File: config.mk
export PLATFORM = sky130hd
export DESIGN_NAME = lr_input_loader_flat
export DESIGN_NICKNAME = d
export VERILOG_FILES = /design/src/rtl/lr_input_loader_if.sv /design/src/rtl/lr_input_loader.sv /design/src/flat_wrapper.sv
export SDC_FILE = /design/constraint.sdc
export NUM_CORES = 1
export LEC_CHECK = 0
export BUFFER_PORTS_ARGS = -buffer_cell sky130_fd_sc_hd__buf_2
export CAP_MARGIN = 40
export CORE_MARGIN = 5
export CORE_UTILIZATION = 40
export CTS_CLUSTER_SIZE = 40
export DETAILED_ROUTE_END_ITERATION = 8
export GPL_ROUTABILITY_DRIVEN = 0
export PLACE_DENSITY_LB_ADDON = 0.15
export SYNTH_ARGS = -nofsm -noshare
export SYNTH_HDL_FRONTEND = slang
export SYNTH_SLANG_ARGS = --single-unit
File: constraint.sdc
create_clock -name clk -period 5.3 [get_ports clk]
set_input_delay 0 -clock clk [delete_from_list [all_inputs] [get_ports clk]]
set_output_delay 0 -clock clk [all_outputs]
set_load 0.01 [all_outputs]
File: src/rtl/lr_input_loader_if.sv
// lr_input_loader_if: entry controls and packed regression matrices between user front-end and loader
interface lr_input_loader_if #(
  parameter int ELEM_WIDTH  = 14,
  parameter int NUM_SAMPLES = 3
);
  localparam int CW = $clog2(2 * NUM_SAMPLES + 1);
  logic                              enter;
  logic                              input_done;
  logic [ELEM_WIDTH-1:0]             data_in;
  logic [NUM_SAMPLES*2*ELEM_WIDTH-1:0] x_data;
  logic [NUM_SAMPLES*ELEM_WIDTH-1:0]   y_data;
  logic                              error;
  logic                              ready;
  logic [CW-1:0]                     count;
  logic                              expect_y;
  modport master (
    output enter, input_done, data_in,
    input  x_data, y_data, error, ready, count, expect_y
  );
  modport slave (
    input  enter, input_done, data_in,
    output x_data, y_data, error, ready, count, expect_y
  );
endinterface

File: src/rtl/lr_input_loader.sv
// lr_input_loader: collects range-checked (x, y) pairs into the X matrix (with ones column) and y vector
module lr_input_loader #(
  parameter int ELEM_WIDTH  = 14,
  parameter int NUM_SAMPLES = 3,
  parameter int MAX_VALUE   = 99
) (
  input logic clk,
  input logic rst,
  lr_input_loader_if.slave bus
);
  localparam int W  = ELEM_WIDTH;
  localparam int N  = NUM_SAMPLES;
  localparam int CW = $clog2(2 * N + 1);
  localparam logic [CW-1:0] FULL = CW'(2 * N);
  localparam logic [W-1:0]  MAXV = W'(MAX_VALUE);
  function automatic logic [2*N*W-1:0] ones_column();
    logic [2*N*W-1:0] r;
    r = '0;
    for (int i = 0; i < N; i++) r[(2*i+1)*W +: W] = W'(1);
    return r;
  endfunction
  localparam logic [2*N*W-1:0] X_RST = ones_column();
  typedef enum logic [1:0] {COLLECT, READY, ERROR} state_t;
  state_t           state, state_n;
  logic             enter_prev, enter_pulse;
  logic [2*N*W-1:0] x_q, x_n;
  logic [N*W-1:0]   y_q, y_n;
  logic [CW-1:0]    cnt_q, cnt_n, idx;
  logic             ey_q, ey_n, err_q, err_n, rdy_q, rdy_n;
  assign enter_pulse = bus.enter & ~enter_prev;
  assign idx         = cnt_q >> 1;
  // next-state: enter edges take priority over input_done; READY and ERROR only leave on reset
  always_comb begin
    state_n = state;
    x_n     = x_q;
    y_n     = y_q;
    cnt_n   = cnt_q;
    ey_n    = ey_q;
    err_n   = err_q;
    rdy_n   = rdy_q;
    if (state == COLLECT) begin
      if (enter_pulse) begin
        if (bus.data_in > MAXV || cnt_q == FULL) begin
          err_n   = 1'b1;
          state_n = ERROR;
        end else begin
          if (ey_q) y_n[idx*W +: W] = bus.data_in;
          else x_n[idx*2*W +: W] = bus.data_in;
          cnt_n = cnt_q + 1'b1;
          ey_n  = ~ey_q;
        end
      end else if (bus.input_done) begin
        state_n = (cnt_q == FULL) ? READY : ERROR;
        rdy_n   = (cnt_q == FULL);
        err_n   = (cnt_q != FULL);
      end
    end
  end
  // registered state, data and edge-detect
  always_ff @(posedge clk) begin
    if (rst) begin
      state      <= COLLECT;
      enter_prev <= 1'b0;
      x_q        <= X_RST;
      y_q        <= '0;
      cnt_q      <= '0;
      ey_q       <= 1'b0;
      err_q      <= 1'b0;
      rdy_q      <= 1'b0;
    end else begin
      state      <= state_n;
      enter_prev <= bus.enter;
      x_q        <= x_n;
      y_q        <= y_n;
      cnt_q      <= cnt_n;
      ey_q       <= ey_n;
      err_q      <= err_n;
      rdy_q      <= rdy_n;
    end
  end
  assign bus.x_data   = x_q;
  assign bus.y_data   = y_q;
  assign bus.count    = cnt_q;
  assign bus.expect_y = ey_q;
  assign bus.error    = err_q;
  assign bus.ready    = rdy_q;
endmodule

File: src/flat_wrapper.sv
// flat-port wrapper written by rule: the top's interface ports become plain ports
module lr_input_loader_flat 
#(
  parameter int ELEM_WIDTH  = 14,
  parameter int NUM_SAMPLES = 3,
  parameter int MAX_VALUE   = 99
)
  (clk, rst, bus_enter, bus_input_done, bus_data_in, bus_x_data, bus_y_data, bus_error, bus_ready, bus_count, bus_expect_y);
  lr_input_loader_if #(.ELEM_WIDTH(ELEM_WIDTH), .NUM_SAMPLES(NUM_SAMPLES)) bus_i ();
  input logic clk;
  input logic rst;
  input wire logic [$bits(bus_i.enter)-1:0] bus_enter;
  input wire logic [$bits(bus_i.input_done)-1:0] bus_input_done;
  input wire logic [$bits(bus_i.data_in)-1:0] bus_data_in;
  output wire logic [$bits(bus_i.x_data)-1:0] bus_x_data;
  output wire logic [$bits(bus_i.y_data)-1:0] bus_y_data;
  output wire logic [$bits(bus_i.error)-1:0] bus_error;
  output wire logic [$bits(bus_i.ready)-1:0] bus_ready;
  output wire logic [$bits(bus_i.count)-1:0] bus_count;
  output wire logic [$bits(bus_i.expect_y)-1:0] bus_expect_y;
  assign bus_i.enter = bus_enter;
  assign bus_i.input_done = bus_input_done;
  assign bus_i.data_in = bus_data_in;
  assign bus_x_data = bus_i.x_data;
  assign bus_y_data = bus_i.y_data;
  assign bus_error = bus_i.error;
  assign bus_ready = bus_i.ready;
  assign bus_count = bus_i.count;
  assign bus_expect_y = bus_i.expect_y;
  lr_input_loader #(.ELEM_WIDTH(ELEM_WIDTH), .NUM_SAMPLES(NUM_SAMPLES), .MAX_VALUE(MAX_VALUE)) u_core (.clk(clk), .rst(rst), .bus(bus_i));
endmodule
# Word-level counts from Yosys, hierarchy flattened
# Index checks and enable logic that the tools add are counted.
# word_totals
reg_bits	135
word_cells	43
# classes
n_addsub	3
mul	2
bitwise_logic	5
mux	9
shift	4
eq_ne	3
order_cmp	1
reduce_logical	8
# ops
cell	count
bitwise mux 84 bit	1
variable shift 14 x 34 -> 84 bit (first input constant)	1
variable part select 14 x 34 -> 84 bit	1
bitwise mux 42 bit	1
variable shift 14 x 34 -> 42 bit (first input constant)	1
variable part select 14 x 34 -> 42 bit	1
negation 7 -> 34 bit	1
negation 9 -> 34 bit	1
> comparator 14 x 7 -> 1 bit (second input constant)	1
multiplier 2 x 3 -> 5 bit (second input constant)	2
AND reduction 3 bit	3
2-to-1 mux 2 bit	4
AND reduction 4 bit	2
inverter 1 bit	4
adder 3 x 1 -> 3 bit (second input constant)	1
equality test 3 bit (second input constant)	1
2-to-1 mux 1 bit	3
!= test 3 bit (second input constant)	1
logical NOT 2 bit	1
!= test 2 bit (second input constant)	1
nonzero test 2 bit	1
bitwise AND 1 bit	1
logical OR 1 bit	1

# Logic depth before layout (Yosys ltp)
# Gate-level depths: netlist of the first run.
# depth
word_depth	4
ltp_mapped	15
mapped_depth_nobuf	9

# Worst setup path after synthesis of the first run
# OpenSTA, ideal clock, no wires.
# synth_path
kind	register -> register
from	register u_core.cnt_q[1], in the netlist u_core.bus.count[1]
to	register u_core.y_q[18], in the netlist u_core.bus.y_data[18]
path_buffers	8
required_ns	5.176
period_less_slack_ns	3.936
setup_ns	0.124
arrival_ns	3.812
path_stages_with_launch	16
slack_ns	1.364
cell_sequence	dfxtp_1 -> clkbuf_1 -> inv_1 -> clkbuf_1 -> ha_1 -> buf_1 -> clkbuf_1 -> inv_1 -> ha_1 -> clkbuf_1 -> clkbuf_1 -> buf_1 -> clkbuf_1 -> nand2_1 -> o211ai_1 -> o21ai_0
# synth_between
elab_chain_cells	4
word_cells_on_any_way	9
classes_between	1 x add/sub; 1 x mul; 1 x eq/ne; 2 x shift; 1 x mux; 1 x bitwise; 2 x reduce/logical
# synth_lines
item	line	text
start: declaration	lr_input_loader.sv:28	logic [CW-1:0] cnt_q, cnt_n, idx;
start signal: assignment	lr_input_loader.sv:75	cnt_q <= cnt_n;
multiplier 2 x 3 -> 5 bit / equality test 3 bit (equally long branches)	lr_input_loader.sv:47, lr_input_loader.sv:43	
negation 7 -> 34 bit / logical OR 1 bit (equally long branches)	lr_input_loader.sv:47, lr_input_loader.sv:43	
variable part select 14 x 34 -> 42 bit, or another cell as far along	lr_input_loader.sv:47	if (ey_q) y_n[idx*W +: W] = bus.data_in;
bitwise mux 42 bit / AND reduction 4 bit (equally long branches)	--	
end signal: assignment	lr_input_loader.sv:74	y_q <= y_n;
end: declaration	lr_input_loader.sv:27	logic [N*W-1:0] y_q, y_n;
# Several ways; a longest one is shown, not always the timed one.
# A chain may end at the register's enable or synchronous reset.

# Worst setup path in the final report of the first run
# layout_path
from	register u_core.cnt_q[1], in the netlist u_core.bus.count[1]
to	register u_core.x_q[60], in the netlist u_core.bus.x_data[60]
# layout_between
elab_chain_cells	4
word_cells_on_any_way	9
classes_between	1 x add/sub; 1 x mul; 1 x eq/ne; 2 x shift; 1 x mux; 1 x bitwise; 2 x reduce/logical
# layout_lines
item	line	text
multiplier 2 x 3 -> 5 bit / equality test 3 bit (equally long branches)	lr_input_loader.sv:48, lr_input_loader.sv:43	
negation 9 -> 34 bit / logical OR 1 bit (equally long branches)	lr_input_loader.sv:48, lr_input_loader.sv:43	
variable part select 14 x 34 -> 84 bit, or another cell as far along	lr_input_loader.sv:48	else x_n[idx*2*W +: W] = bus.data_in;
bitwise mux 84 bit / AND reduction 4 bit (equally long branches)	--	
end signal: assignment	lr_input_loader.sv:73	x_q <= x_n;
end: declaration	lr_input_loader.sv:26	logic [2*N*W-1:0] x_q, x_n;
# Several ways; a longest one is shown, not always the timed one.

==> flow_summary.yaml, run 1 <==
status:
  status: "finished, final reports clean"
logic_synthesis:
  async_flop_share_pct: 0
  synthFlopType: "dfxtp_1"
  synth_edf_count: 0
  synth_area_leaders: "dfxtp_1 (40%), a21oi_1 (5.4%), mux2i_1 (3.7%), nand2_1 (3.5%), nor2_1 (3.0%)"
  netlist_instances: 774
  yosys_warnings: 0
  syn-num-nets: 802
  avgSynthCellArea_um2: 8.63
  netlist.area_leader.share_pct: 40.5
  synth_seq_cells: 135
  syn_area_um2: 6680
  yosysTopAreaCell: "dfxtp_1"
  ys_types: 68
  ys_seq_area_share_pct: 40.5
finish:
  final_cell_mix: "buf_2 (150), dfxtp_1 (134), a21oi_1 (72)"
  layout_commonest_cell: "buf_2"
  areaGrowthSynthToFinish_pct: 21.6
  nNetsFinal: 920
  drive_above_1_share_pct: 24.8
  n_antenna_cell: 0
  final_area_um2: 8120
worst_setup_path:
  cp.arrival_ns: 4.08
  critPathMaxFanout: 21
  worstPathCellList: "inv_1 -> ha_1 -> clkinv_1 -> nor4_2 -> nor2_1 -> a22o_1"
  crit_slowest_cell: "nor4_2"
  required_ns: 5.61
  end_kind: "register"
  cp-start-kind: "register"
  critPathKind: "register to register"
  slowest_delay_ns: 0.83
global_route:
  antenna_found_initial: 0
  grt_overflow: 0
  grt_max_degree: 72
  grt_pass1_wl_um: 36000
  grt_usage_pct: 23.4
  grt_pass1_vias: 6151
detailed_routing:
  drt_iter0_drc: 719
  detail-route-antenna-nets: 0
  met3WireLength_um: 2040
  drt_pass1_iterations: 5
  highest_layer: "met4"
  drt-total-wl_um: 23100
  route.detailed.drc: 0
  viasPerCell: 5.81
  wire_per_inst_um: 20.5
  wl_met2_um: 10300
  met1_length_um: 10100
  vias: 6532
sta:
  timing_hold_violations_final: 0
  rsz0062_at_grt: "no"
  tightest_slew_ns: 0.955
  finalSetupTns_ns: 0
  finalSetupViolCount: 0
  maxSlewViolCount: 0
  finalClockSkew_ns: 0.0143
  fmax_mhz: 266
  fin_crit_ns: 3.77
  slew_headroom_pct: 35.9
  finalCritPeriodShare_pct: 71.0
clock_tree:
  clockBufferDepth: 2
  clk_pin_slew_ns: 0.07
  cts_sinks: 135
  cts_hold_buffers: 2
  clk_latency_ns: 0.43
  cts_buffers: 17
  postCtsSetupBuffers: 0
  htreeDepth: 4
  tritoncts: "built"
  cts-root-buf: "clkbuf_16"
  cts_resized: 0
power:
  p_sw_w: 0.000539
  switching_share_pct: 24.1
  seqPwrFrac_pct: 45.7
  leakagePower_nw: 3.36
  p_per_area_nw_per_um2: 275
  cell_internal_pwr_w: 0.00169
  clockPowerShare_pct: 49.9
  peakVddDrop_v: 0.000241
  pwr-share-comb_pct: 4.4
floorplanning:
  start_util_pct: 40.6
  die_w_um: 139
  io_pins: 150
  design.die.area_um2: 19400
  fp-row-count: 47
  dieHeight_um: 139
  core_um2: 16500
place:
  dp.final_hpwl_um: 16500
  dpl-instance-area_um2: 7540
  port_buffers: 149
hold_path:
  hold_class: "input port to register"
flow_run:
  max_cap_viol_count: 0
## state kept, by name, indices dropped and copies added, names as in the netlist
signal and flops:
u_core.bus.ready 1, u_core.enter_prev 1, u_core.bus.count 3, u_core.bus.x_data 84, u_core.state 2, u_core.bus.error 1
u_core.bus.expect_y 1, u_core.bus.y_data 42
## through the flow
| step | hold WS (ns) | std cells | worst slack (ns) | utilization, % | total power, W |
|---|---|---|---|---|---|
| 2_1_floorplan | 0.109 | 774 | 1.36 | - | 0.00110 |
| 3_3_place_gp | 0.228 | 1087 | 1.61 | 45.6 | 0.00114 |
| 3_5_place_dp | 0.240 | 1091 | 1.58 | 45.8 | 0.00114 |
| 4_1_cts | 0.0377 | 1125 | 1.56 | 49.3 | 0.00225 |
| 5_1_grt | 0.0631 | 1125 | 1.35 | 49.3 | 0.00231 |
| 6_report | 0.0524 | 1125 | 1.53 | 49.3 | 0.00223 |
## worst max-delay path, delay by kind of cell, from the launching register on
family | cells | cell delay [ns]
AOI/OAI and AO/OA | 1 | 0.31
adders and majority gates | 1 | 0.82
buffers and inverters | 2 | 1.01
DFF | 1 | 0.32
and+or+nand+nor | 2 | 1.16
## kinds of logic after synthesis
logic type                 synth area share (%)
AOI/OAI and AO/OA                          20.0
xor gates and xnor gates                  0.656
adders and majority gates                  1.87
buffers and inverters                      4.93
DFF                                        40.5
muxes                                      6.28
and+or+nand+nor                            25.8
## layout make-up
type	count	area, um2
Tap cell	220	275
Clock inverter	14	126
Timing Repair Buffer	166	876
Inverter	15	56.3
Fill cell	1654	8350
Clock buffer	18	429
Sequential cell	135	2700
Multi-Input combinational cell	557	3650
## final timing paths
path	endpoint	slack, ns	start	cells past startpoint
max	u_core.bus.x_data[60]	1.53	u_core.bus.count[1]	6
min reg2reg	u_core.bus.y_data[21]	0.45	u_core.bus.y_data[21]	1
max reg2reg	u_core.bus.x_data[60]	1.53	u_core.bus.count[1]	6
min	u_core.bus.y_data[5]	0.05	bus_data_in[1]	3
## metal layers
layer / global-route usage (%) / vias up
li1: - / 3064
met1: 32.0 / 3090
met2: 36.1 / 329
met3: 6.11 / 49
met4: 8.14 / 0
met5: 0 / -
## power by group through the flow
stage | clock network (W) | registers [W] | logic [W]
detailed placement | 0 | 0.00104 | 0.0000950
global route | 0.00118 | 0.00102 | 0.000105
CTS | 0.00114 | 0.00102 | 0.0000966
global placement | 0 | 0.00104 | 0.0000950
finish | 0.00111 | 0.00102 | 0.0000982
floorplan | 0 | 0.00104 | 0.0000616
## synthesized netlist by cell type, drive strengths merged (6+ instances only)
| cell | instances |
|---|---|
| a21oi | 72 |
| a22o | 16 |
| nand2 | 63 |
| nor2 | 54 |
| o31ai | 6 |
| and3 | 8 |
| nor2b | 12 |
| or3 | 11 |
| nand4 | 8 |
| o21ai | 18 |
| a31oi | 10 |
| buf | 20 |
| nor3 | 24 |
| nand2b | 22 |
| o2bb2ai | 18 |
| nor4 | 11 |
| and2 | 29 |
| ha | 10 |
| nand3 | 22 |
| dfxtp | 135 |
| inv | 13 |
| nand3b | 17 |
| o22ai | 6 |
| mux2i | 25 |
| or2 | 6 |
| clkbuf | 47 |
Note: power is estimated with default switching activity, not from simulation.
==> run 2: changes to the inputs <==
- ABC_AREA: unset -> 1
- clock period: 5.3 -> 3.6 ns (I/O delays scaled with it)
==> run 2 against run 1 <==
  * Largest cell class unchanged
  * Hold slack got worse by 0.012 ns
  * Die area increased by 4.4%
  * Synthesized cell count increased by 41%
==> flow_summary.yaml, run 2 <==
worst_setup_path:
  required_ns: 3.88
  ff2ff_setup_slack_ns: 0.74
  critPathKind: "register to register"
  crit_buf_inv: 2
  cp.arrival_ns: 3.14
  timing.rr.end: "u_core.bus.x_data[49]"
  end_kind: "register"
  crit_top_cell: "nand2_1"
  path_delay_family: "simple AND/OR/NAND/NOR gates"
  rr_startpoint: "u_core.bus.count[1]"
  worstPathCellList: "buf_4 -> ha_1 -> nand2_1 -> nand3_1 -> nor2_4 -> nand4_1 -> nor2_1 -> inv_1 -> nand2_1 -> a21oi_1"
  rr_worst_depth: 10
  crit_slowest_cell: "nor2_1"
  slowest_delay_ns: 0.54
  critPathMaxFanout: 42
  cp-start-kind: "register"
flow_run:
  max_cap_viol_count: 0
power:
  p_per_area_nw_per_um2: 408
  switching_share_pct: 23.8
  cell_internal_pwr_w: 0.00264
  peakVddDrop_v: 0.000326
  clockPowerShare_pct: 53.2
  p_sw_w: 0.000824
  seqPwrFrac_pct: 43.2
  leakagePower_nw: 4.05
  pwr-share-comb_pct: 3.6
finish:
  largest_reg_flops: 84
  areaGrowthSynthToFinish_pct: 21.3
  drive_above_1_share_pct: 18.5
  n_antenna_cell: 0
  nNetsFinal: 1242
  layout_commonest_cell: "nand2_1"
  final_cells: 1452
  final_cell_mix: "nand2_1 (318), nor2_1 (162), buf_2 (149)"
  final_area_um2: 8490
global_route:
  antenna_found_initial: 0
  grt_overflow: 0
  grt_pass1_vias: 7067
  use_met1_pct: 32.8
  use_met2_pct: 37.5
  grt_max_degree: 71
  top_usage_layer: "met2"
  grt_pass1_wl_um: 38600
  met3_usage_pct: 5.51
  grt_usage_pct: 24.1
floorplanning:
  design.die.area_um2: 20200
  fp-row-count: 48
  dieHeight_um: 142
  start_util_pct: 40.6
  die_w_um: 142
  io_pins: 150
  core_um2: 17200
logic_synthesis:
  yosys-top-cells-count: "nand2_1 (318), nor2_1 (162), dfxtp_1 (135)"
  syn_area_um2: 7000
  synthFlopType: "dfxtp_1"
  netlist_instances: 1088
  yosysMostFrequentCell: "nand2_1"
  ys_seq_area_share_pct: 38.6
  netlist.area_leader.share_pct: 38.6
  yosys_warnings: 0
  synth_seq_cells: 135
  ys_types: 32
  syn-num-nets: 1116
  async_flop_share_pct: 0
  avgSynthCellArea_um2: 6.43
  synth_edf_count: 0
  synth_area_leaders: "dfxtp_1 (39%), nand2_1 (17%), nor2_1 (8.7%), nand3_1 (6.2%), a21oi_1 (6.0%)"
  yosysTopAreaCell: "dfxtp_1"
hold_path:
  hp-start: "bus_input_done"
  hold_class: "input port to register"
  min_path_cells: 6
  holdPathEnd: "u_core.bus.error"
sta:
  setup_ws_ns: 0.737
  slew_headroom_pct: 51.8
  fmax_mhz: 349
  finalSetupTns_ns: 0
  rsz0062_at_grt: "no"
  finalCritPeriodShare_pct: 79.5
  finalSetupViolCount: 0
  fin_crit_ns: 2.86
  tightest_slew_ns: 0.722
  maxSlewViolCount: 0
  finalClockSkew_ns: 0.00803
  timing_hold_violations_final: 0
clock_tree:
  htreeDepth: 4
  clk_latency_ns: 0.43
  cts-root-buf: "clkbuf_16"
  postCtsSetupBuffers: 0
  clk_pin_slew_ns: 0.06
  cts_sinks: 135
  tritoncts: "built"
  clockBufferDepth: 2
  cts_buffers: 17
detailed_routing:
  viasPerCell: 5.23
  drt-total-wl_um: 24500
  detail-route-antenna-nets: 0
  wire_per_inst_um: 16.9
  drt_pass1_iterations: 6
  vias: 7591
  route.detailed.drc: 0
  drt_iter0_drc: 669
place:
  port_buffers: 149
  dp.final_hpwl_um: 18400
  dpl-instance-area_um2: 7870
  place_ws_ns: 0.804
  dp_cells: 1419
status:
  status: "finished, final reports clean"
==> run 2: changes by cell type in the layout (fill, tap and decap cells not counted), moves of 22 or more <==
cell and delta:
nand2_1 +255, nor2_1 +108, nand3_1 +66, inv_1 +49, o21ai_0 +48, and2_1 -27
mux2i_1 -25, nand2b_1 -22
==> run 2: kinds of logic (layout without fill, tap and decap cells) <==
| group | count (synthesis) | after routing | synth area share [%] |
|---|---|---|---|
| AND/OR/NAND/NOR | 635 | 635 | 38.8 |
| buffers and inverters | 131 | 270 | 7.90 |
| adder cells (fa/ha/maj) | 10 | 10 | 1.79 |
| AO/OA/AOI/OAI | 177 | 177 | 12.9 |
| flip-flops | 135 | 135 | 38.6 |
==> run 2: worst max path at each step <==
stage	startpoint	end	depth (start not counted)
2_1_floorplan	u_core.bus.count[1]	u_core.bus.x_data[24]	16
3_3_place_gp	u_core.bus.count[1]	u_core.bus.x_data[48]	10
3_5_place_dp	u_core.bus.count[1]	u_core.bus.x_data[49]	10
4_1_cts	u_core.bus.count[1]	u_core.bus.x_data[49]	10
5_1_grt	u_core.bus.count[2]	u_core.bus.x_data[73]	11
6_report	u_core.bus.count[1]	u_core.bus.x_data[49]	10
==> run 2: area by class of cell <==
| class | count | area, um2 |
|---|---|---|
| flip-flops and latches | 135 | 2700 |
| multi-input cells | 822 | 3740 |
| repair buffers | 166 | 876 |
| fillers | 1829 | 8750 |
| clock buffers | 18 | 429 |
| inverters | 72 | 273 |
| well taps | 225 | 282 |
| clock inverters | 14 | 186 |
==> run 2: metal layers <==
| metal | wire, um | up-vias |
|---|---|---|
| met2 | 10900 | 333 |
| met1 | 10800 | 3411 |
| met4 | 804 | 0 |
| met3 | 1990 | 68 |
| li1 | - | 3779 |
| met5 | 0 | - |
==> run 2: worst min-delay path, delay by kind of cell <==
| family | cells | cell delay, ns |
|---|---|---|
| compound gates | 2 | 0.12 |
| buf+inv | 1 | 0.09 |
| simple gates | 3 | 0.20 |
==> run 2: timing repair <==
action / CTS / global route
hold endpoints to repair: 1 / 0
hold buffers: 1 / 0
gates resized for setup: 0 / 0
==> run 2: power by group through the flow <==
stage	logic (W)	registers (W)	clock network, W
6_report	0.000125	0.00150	0.00184
5_1_grt	0.000138	0.00150	0.00196
4_1_cts	0.000123	0.00150	0.00187
3_5_place_dp	0.000122	0.00153	0
3_3_place_gp	0.000123	0.00153	0
2_1_floorplan	0.0000782	0.00153	0
==> run 2: metrics by stage <==
step           total power (W)  hold slack (ns)  utilization (%)
2_1_floorplan          0.00161            0.107                -
3_3_place_gp           0.00165            0.230             45.6
3_5_place_dp           0.00165            0.239             45.6
4_1_cts                0.00349           0.0291             49.3
5_1_grt                0.00359           0.0962             49.3
6_report               0.00347           0.0407             49.3
==> run 3: changes to the inputs <==
- clock period: 3.6 -> 2.92 ns (I/O delays scaled with it)
==> run 3 against run 2 <==
  * Sequential power grew 23%
  * Combinational power grew 26%
  * Routed wire length grew 1.8%
  * Clock skew shrank 0.0011 ns
  * Non-clock buffer count grew 10
  * Sequential share of layout area shrank 0.16 points
  * Setup slack lost 0.48 ns
==> flow_summary.yaml, run 3 (synthesized netlist as in run 2, its figures left out) <==
worst_setup_path:
  timing.rr.end: "u_core.bus.x_data[9]"
  path_delay_family: "simple AND/OR/NAND/NOR gates"
  rr_startpoint: "u_core.bus.count[2]"
  worstPathCellList: "inv_1 -> ha_1 -> inv_2 -> nand2_2 -> nand2_2 -> buf_4 -> buf_4 -> nand2_1 -> nand2_1 -> o21ai_0 -> o21ai_1 -> nor2_1"
  cp.arrival_ns: 2.98
  ff2ff_setup_slack_ns: 0.26
  critPathMaxFanout: 21
  crit_buf_inv: 4
  end_kind: "register"
  cp-start-kind: "register"
  crit_slowest_cell: "dfxtp_1"
  rr_worst_depth: 12
  critPathKind: "register to register"
  required_ns: 3.24
  slowest_delay_ns: 0.44
sta:
  tightest_slew_ns: 0.721
  finalSetupViolCount: 0
  finalCritPeriodShare_pct: 91.1
  slew_headroom_pct: 52.0
  maxSlewViolCount: 0
  fin_crit_ns: 2.66
  fmax_mhz: 376
  finalSetupTns_ns: 0
  rsz0062_at_grt: "no"
  finalClockSkew_ns: 0.00691
  timing_hold_violations_final: 0
detailed_routing:
  route.detailed.drc: 0
  viasPerCell: 5.20
  drt-total-wl_um: 24900
  vias: 7608
  detail-route-antenna-nets: 0
  drt_iter0_drc: 828
  wire_per_inst_um: 17.0
  drt_pass1_iterations: 7
status:
  status: "finished, final reports clean"
global_route:
  grt_overflow: 0
  grt_usage_pct: 24.8
  antenna_found_initial: 0
  grt_pass1_wl_um: 39500
  grt_pass1_vias: 7147
  grt_max_degree: 71
floorplanning:
  io_pins: 150
  die_w_um: 142
  core_um2: 17200
  design.die.area_um2: 20200
  dieHeight_um: 142
  start_util_pct: 40.6
  fp-row-count: 48
power:
  pwr-share-comb_pct: 3.8
  seqPwrFrac_pct: 44.7
  switching_share_pct: 25.3
  cell_internal_pwr_w: 0.00308
  clockPowerShare_pct: 51.5
  leakagePower_nw: 4.08
  peakVddDrop_v: 0.000413
  p_sw_w: 0.00104
  p_per_area_nw_per_um2: 484
hold_path:
  hp-start: "bus_input_done"
  min_path_cells: 7
  holdPathEnd: "u_core.state[0]"
  hold_class: "input port to register"
clock_tree:
  cts_buffers: 17
  tritoncts: "built"
  clk_latency_ns: 0.43
  cts_hold_buffers: 1
  cts_resized: 0
  cts-root-buf: "clkbuf_16"
  postCtsSetupBuffers: 0
  clockBufferDepth: 2
  clk_pin_slew_ns: 0.07
  cts_sinks: 135
  htreeDepth: 4
place:
  port_buffers: 149
  dp.final_hpwl_um: 18500
  dpl-instance-area_um2: 7950
finish:
  final_area_um2: 8530
  n_antenna_cell: 0
  largest_reg_flops: 84
  nNetsFinal: 1252
  final_cell_mix: "nand2_1 (318), nor2_1 (162), buf_2 (149)"
  areaGrowthSynthToFinish_pct: 21.9
  drive_above_1_share_pct: 19.2
  layout_commonest_cell: "nand2_1"
flow_run:
  max_cap_viol_count: 0
run 3: cell count changes in the layout (fill, tap and decap cells not counted), sizes merged:
cell and delta:
bufinv -2, clkbuf -1, buf +10, clkinv +1
clkinvlp +2
run 3: power by group through the flow:
| stage | combinational [W] | clock, W | sequential [W] |
|---|---|---|---|
| floorplan | 0.0000964 | 0 | 0.00189 |
| global placement | 0.000154 | 0 | 0.00189 |
| detailed placement | 0.000153 | 0 | 0.00189 |
| CTS | 0.000155 | 0.00216 | 0.00185 |
| global route | 0.000174 | 0.00225 | 0.00185 |
| finish | 0.000157 | 0.00212 | 0.00185 |
run 3: worst max-delay path by stage:
stage                             start                    end  depth (start not counted)
floorplan           u_core.bus.count[1]  u_core.bus.x_data[24]                         16
global placement    u_core.bus.count[2]   u_core.bus.x_data[9]                         12
detailed placement  u_core.bus.count[2]  u_core.bus.x_data[61]                         13
CTS                 u_core.bus.count[2]  u_core.bus.x_data[61]                         13
global route        u_core.bus.count[2]   u_core.bus.x_data[9]                          9
finish              u_core.bus.count[2]   u_core.bus.x_data[9]                         12
run 3: routing by layer:
metal / vias to the layer above / wire length [um] / track usage, %
met4: 0 / 851 / 10.6
met2: 355 / 11100 / 37.7
met1: 3400 / 10900 / 34.0
met3: 62 / 2110 / 5.28
met5: - / 0 / 0
li1: 3791 / - / -
run 3: worst min-delay path, cell delays in order:
cell and delay, ns:
buf_2 0.10, nand2_1 0.06, nor2_1 0.04, inv_1 0.06
nor2_1 0.04, inv_1 0.06, a21oi_1 0.06
run 3: cell type report:
| class | count | area [um2] |
|---|---|---|
| clock buffers | 17 | 425 |
| clock inverters | 15 | 145 |
| fillers | 1830 | 8700 |
| inverters | 72 | 273 |
| multi-input cells | 822 | 3740 |
| flip-flops and latches | 135 | 2700 |
| well taps | 225 | 282 |
| repair buffers | 176 | 963 |
run 3: stage by stage:
step                      utilization (%)  setup WS [ns]  hold WS, ns  instances  power (W)
after floorplan                         -        0.00867        0.107       1088    0.00199
after global placement               46.1          0.445        0.228       1429    0.00204
after detailed placement             46.1          0.380        0.231       1429    0.00204
after CTS                            49.5          0.356       0.0214       1462    0.00416
after global routing                 49.5         0.0452       0.0797       1462    0.00428
final                                49.5          0.259       0.0351       1462    0.00413
